===== config.mk =====
export PLATFORM = sky130hd
export DESIGN_NAME = wb_slave_adapter_gen
export DESIGN_NICKNAME = d
export VERILOG_FILES = /design/src/rtl/wb_slave_adapter_gen.sv
export SDC_FILE = /design/constraint.sdc
export NUM_CORES = 1
export LEC_CHECK = 0
export BUFFER_PORTS_ARGS = -buffer_cell sky130_fd_sc_hd__buf_2
export CAP_MARGIN = 20
export CELL_PAD_IN_SITES_DETAIL_PLACEMENT = 1
export CELL_PAD_IN_SITES_GLOBAL_PLACEMENT = 2
export CORE_MARGIN = 3
export CORE_UTILIZATION = 23
export DETAILED_ROUTE_END_ITERATION = 10
export PLACE_DENSITY = 0.88
export SKIP_LAST_GASP = 1
export SLEW_MARGIN = 20
export SYNTH_ARGS = -nofsm -noshare
export SYNTH_HDL_FRONTEND = slang
export SYNTH_SLANG_ARGS = --single-unit

===== constraint.sdc =====
create_clock -name clk_i -period 2.15 [get_ports clk_i]
set_input_delay 0.43 -clock clk_i [delete_from_list [all_inputs] [get_ports clk_i]]
set_output_delay 0.43 -clock clk_i [all_outputs]
set_load 0.02 [all_outputs]

===== src/rtl/wb_slave_adapter_gen.sv =====
// Wishbone classic slave front-end for one synchronous memory-like target.
// Decodes its own byte-address window, turns byte addresses into word indices,
// issues one request per access, waits MEM_LAT cycles for read data and
// terminates with ACK (or ERR for out-of-window accesses when ERR_EN=1).
module wb_slave_adapter_gen #(
   parameter int                DATA_W     = 32,
   parameter int                ADDR_W     = 32,
   parameter int                MEM_AW     = 10,
   parameter int                MEM_LAT    = 1,
   parameter logic [ADDR_W-1:0] BASE_ADDR  = ADDR_W'(32'h1000_0000),
   parameter longint            SPAN_BYTES = 4096,
   parameter bit                ERR_EN     = 1'b1
) (
   input  logic                clk_i,
   input  logic                rst_n,
   input  logic [ADDR_W-1:0]   wb_adr_i,
   input  logic [DATA_W-1:0]   wb_dat_i,
   output logic [DATA_W-1:0]   wb_dat_o,
   input  logic                wb_we_i,
   input  logic [DATA_W/8-1:0] wb_sel_i,
   input  logic                wb_stb_i,
   input  logic                wb_cyc_i,
   output logic                wb_ack_o,
   output logic                wb_err_o,
   output logic [MEM_AW-1:0]   mem_addr_o,
   output logic [DATA_W-1:0]   mem_wdata_o,
   input  logic [DATA_W-1:0]   mem_rdata_i,
   output logic                mem_we_o,
   output logic                mem_en_o,
   output logic [DATA_W/8-1:0] mem_sel_o,
   output logic                busy_o
);

   localparam int BYTES = DATA_W / 8;
   localparam int OFFS  = (BYTES > 1) ? $clog2(BYTES) : 0;
   // Window bounds carry one extra bit so BASE_ADDR+SPAN_BYTES cannot wrap.
   localparam logic [ADDR_W:0] WIN_LO = {1'b0, BASE_ADDR};
   localparam logic [ADDR_W:0] WIN_HI = WIN_LO + (ADDR_W+1)'(SPAN_BYTES);

   typedef enum logic [2:0] {
      S_IDLE,
      S_REQ,
      S_WAIT,
      S_ACK,
      S_ERR
   } state_t;

   state_t              state;
   state_t              next_state;
   logic [3:0]          cnt;
   logic [ADDR_W-1:0]   lat_adr;
   logic [DATA_W-1:0]   lat_dat;
   logic [BYTES-1:0]    lat_sel;
   logic                lat_we;
   logic [DATA_W-1:0]   rd_data;
   logic                req;
   logic                in_window;
   logic                capture;
   logic                zero_dat;

   assign req       = wb_cyc_i & wb_stb_i;
   assign in_window = ({1'b0, wb_adr_i} >= WIN_LO) && ({1'b0, wb_adr_i} < WIN_HI);

   // State register.
   always_ff @(posedge clk_i) begin
      if (!rst_n) state <= S_IDLE;
      else        state <= next_state;
   end

   // Next-state decode plus the read-data capture/clear strobes.
   always_comb begin
      next_state = state;
      capture    = 1'b0;
      zero_dat   = 1'b0;
      case (state)
         S_IDLE: begin
            if (req) begin
               if (in_window) begin
                  next_state = S_REQ;
               end else if (ERR_EN) begin
                  next_state = S_ERR;
               end else begin
                  next_state = S_ACK;
                  zero_dat   = 1'b1;
               end
            end
         end
         S_REQ: begin
            if (!wb_cyc_i) begin
               next_state = S_IDLE;
            end else if (MEM_LAT == 0) begin
               next_state = S_ACK;
               capture    = ~lat_we;
            end else begin
               next_state = S_WAIT;
            end
         end
         S_WAIT: begin
            if (!wb_cyc_i) begin
               next_state = S_IDLE;
            end else if (cnt == 4'd1) begin
               next_state = S_ACK;
               capture    = ~lat_we;
            end
         end
         S_ACK:   next_state = S_IDLE;
         S_ERR:   next_state = S_IDLE;
         default: next_state = S_IDLE;
      endcase
   end

   // Latency counter: loaded in REQ, counts down through WAIT.
   always_ff @(posedge clk_i) begin
      if (!rst_n)                cnt <= 4'd0;
      else if (state == S_REQ)   cnt <= 4'(MEM_LAT);
      else if (state == S_WAIT)  cnt <= cnt - 4'd1;
   end

   // Request latches, captured when a cycle is accepted in IDLE.
   always_ff @(posedge clk_i) begin
      if (!rst_n) begin
         lat_adr <= '0;
         lat_dat <= '0;
         lat_sel <= '0;
         lat_we  <= 1'b0;
      end else if (state == S_IDLE && req) begin
         lat_adr <= wb_adr_i;
         lat_dat <= wb_dat_i;
         lat_sel <= wb_sel_i;
         lat_we  <= wb_we_i;
      end
   end

   // Registered read data: cleared for silent out-of-window acks.
   always_ff @(posedge clk_i) begin
      if (!rst_n)        rd_data <= '0;
      else if (zero_dat) rd_data <= '0;
      else if (capture)  rd_data <= mem_rdata_i;
   end

   assign wb_dat_o    = rd_data;
   assign wb_ack_o    = (state == S_ACK) & wb_cyc_i;
   assign wb_err_o    = (state == S_ERR) & wb_cyc_i;
   assign busy_o      = (state != S_IDLE);
   assign mem_en_o    = (state == S_REQ);
   assign mem_we_o    = (state == S_REQ) & lat_we;
   assign mem_wdata_o = lat_dat;
   assign mem_sel_o   = lat_sel;
   // Word index is only driven while an in-window access is in flight.
   assign mem_addr_o  = (state == S_REQ || state == S_WAIT || state == S_ACK)
                        ? MEM_AW'((lat_adr - BASE_ADDR) >> OFFS) : '0;

endmodule


==> flow_summary.ini <==
[detailed_routing]
dr_total_vias = 3422
wl_mm = 10.5
wire_per_inst_um = 13.6
ant_nets = 0
route.detailed.drc = 0
dr.first_iter.drc_count = 84
via_per_inst = 4.42
first_pass_iters = 4

[sta]
skew_ns = 0.00534
hold_slack_ns = 0.311
rsz0062_at_grt = false
relSlewSlack = 0.719
fin_setup_tns_ns = 0
fin_crit_sh = 0.891
period_needed_ns = 1.92
tightest_slew_ns = 0.422
setup_viol = 0
drv_slew = 0
hold_viol = 0
fmax_mhz = 522

[status]
status = finished, final reports clean

[synthesis]
synthTopCellsByArea = dfxtp_1 (50%), nand2_1 (14%), a21boi_0 (10%), nand3_1 (4.8%), o21ai_0 (3.9%)
syn-cell-area_mm2 = 0.00344
synth_top_area_share = 0.500
yosysUniqueCellTypes = 35
synthArstFlopShare = 0
synth_nets = 522
synthFlopType = dfxtp_1
synth-edff-count = 0
syn-instance-count = 415
synth_top_area_cell = dfxtp_1
syn-mean-instance-area_um2 = 8.30
yosysWarnings = 0
synth_seq_area_share = 0.500
synth-seq-cells = 86

[final_layout]
mostFrequentLayoutCells = buf_2 (184), nand2_1 (131), dfxtp_1 (85)
fill_cells = 1793
drive_above_1_share = 0.364
layout.nets = 694
insertedDiodeCount = 0
layout_commonest_cell = buf_2
area_delta_synth_final_pct = 40.0

[power]
totalPowerFinal_mw = 3.46
power_frac_seq = 0.479
p_int_mw = 2.68
p_sw_frac = 0.226
power_frac_comb = 0.089
irDropWorstVdd_v = 0.000316
power_per_cell_area_mw_per_mm2 = 717
clkPwrFrac = 0.432
power_switching_mw = 0.781
p_leak_nw = 2.19

[clock_network]
cts_made_buffers = 9
htreeDepth = 3
cts-root-buf = clkbuf_16
cts_sinks = 86
cts_buffer_depth = 2
clk_latency_ns = 0.33
path_clk_slew_ns = 0.06
cts_tree = yes

[setup_path]
start_kind = register
crit_arrival_ns = 1.49
worstSetupPathType = register to output pin
critical_path_peak_fanout = 10
crit_path_end_kind = output pin
required_ns = 1.72
worstRegToRegCells = 5

[floorplan]
dieArea_mm2 = 0.0165
die_w_um = 128
fp.dieH_um = 128
initial_core_util = 0.236
design.core.area_mm2 = 0.0146
num_io_pins = 188
rows = 44

[global_route]
grt_max_degree = 65
grt_overflow = 0
grt_pass1_wl_mm = 16.7
antenna_found_initial = 0
track_usage = 0.126
grt_pass1_vias = 3478

[place]
hpwl_mm = 7.72
place.gp.congestion = 0.735
io_buffers = 185

[worst_hold_path]
min_delay_path_depth = 3
hold_class = primary input to register

[flow_run]
drv_cap = 0
[path summary, 6_finish.rpt]
path,end,start,slack (ns)
setup / recovery,mem_addr_o[4],state[1],0.23
setup reg to reg,wb_dat_o[22],state[2],0.26
hold reg to reg,wb_dat_o[26],wb_dat_o[26],0.45
hold / removal,wb_dat_o[0],mem_rdata_i[0],0.31
[power groups by stage]
stage	Clock (mW)	Sequential, mW	Combinational, mW
3_3_place_gp	0	1.69	0.303
6_report	1.49	1.66	0.307
4_1_cts	1.56	1.66	0.315
2_1_floorplan	0	1.73	0.115
3_5_place_dp	0	1.69	0.313
5_1_grt	1.65	1.66	0.342
[metal layers]
layer	wire, um	up-vias	track usage
li1	-	1718	-
met1	4290	1594	0.144
met2	5180	98	0.215
met3	839	12	0.0415
met4	199	0	0.0562
met5	0	-	0
[synth_stat cells, types with 2 or more instances]
cell / n
a21oi_1: 3
nor2_1: 3
ha_1: 2
clkbuf_2: 3
buf_6: 5
o221a_2: 2
nor4_1: 4
nand3_1: 33
inv_1: 4
o21ai_1: 6
clkbuf_1: 18
buf_2: 2
dfxtp_1: 86
nand2_1: 131
o21ai_0: 27
and2_1: 14
nor3_1: 6
a21boi_0: 48
buf_1: 2
[through the flow]
step | area [um^2] | instances | setup WS, ns | utilization
after floorplan | 3440 | 415 | 0.152 | -
after global placement | 4530 | 760 | 0.331 | 0.310
after detailed placement | 4530 | 760 | 0.240 | 0.310
after CTS | 4820 | 775 | 0.0823 | 0.330
after global routing | 4820 | 775 | 0.109 | 0.330
final | 4820 | 775 | 0.234 | 0.330
[what timing repair did]
action	4_1_cts	5_1_grt
hold endpoints to repair	0	0
setup buffers	0	0
hold buffers	0	0
resized for setup	1	1
setup endpoints to repair	1	11
[area by class of cell]
cell class	count	area [um^2]	share of cell area
clock buffer	15	288	0.0597
inverter	4	15.0	0.00311
multi-input combinational	293	1540	0.319
sequential	86	1720	0.357
tap	184	230	0.0478
timing repair buffer	193	1030	0.213
[worst max-delay path, stage by stage, from the launching register on]
cell and delay [ns]:
dfxtp_1 0.31, buf_4 0.17, nor2_1 0.13, nor2_1 0.05
buf_4 0.17, and2_1 0.17, buf_2 0.16
[cells by family after synthesis]
family	synth area share
simple gates	0.259
compound gates	0.173
fa+ha+maj	0.00727
flops	0.500
xor+xnor	0.00509
buf+inv	0.0549
[state kept, by name, indices dropped and copies added (netlist names)]
register     cells
mem_sel_o        4
lat_we           1
wb_dat_o        32
mem_wdata_o     32
lat_adr         10
state            3
cnt              4
No activity file was read; power rests on OpenSTA's default activity.
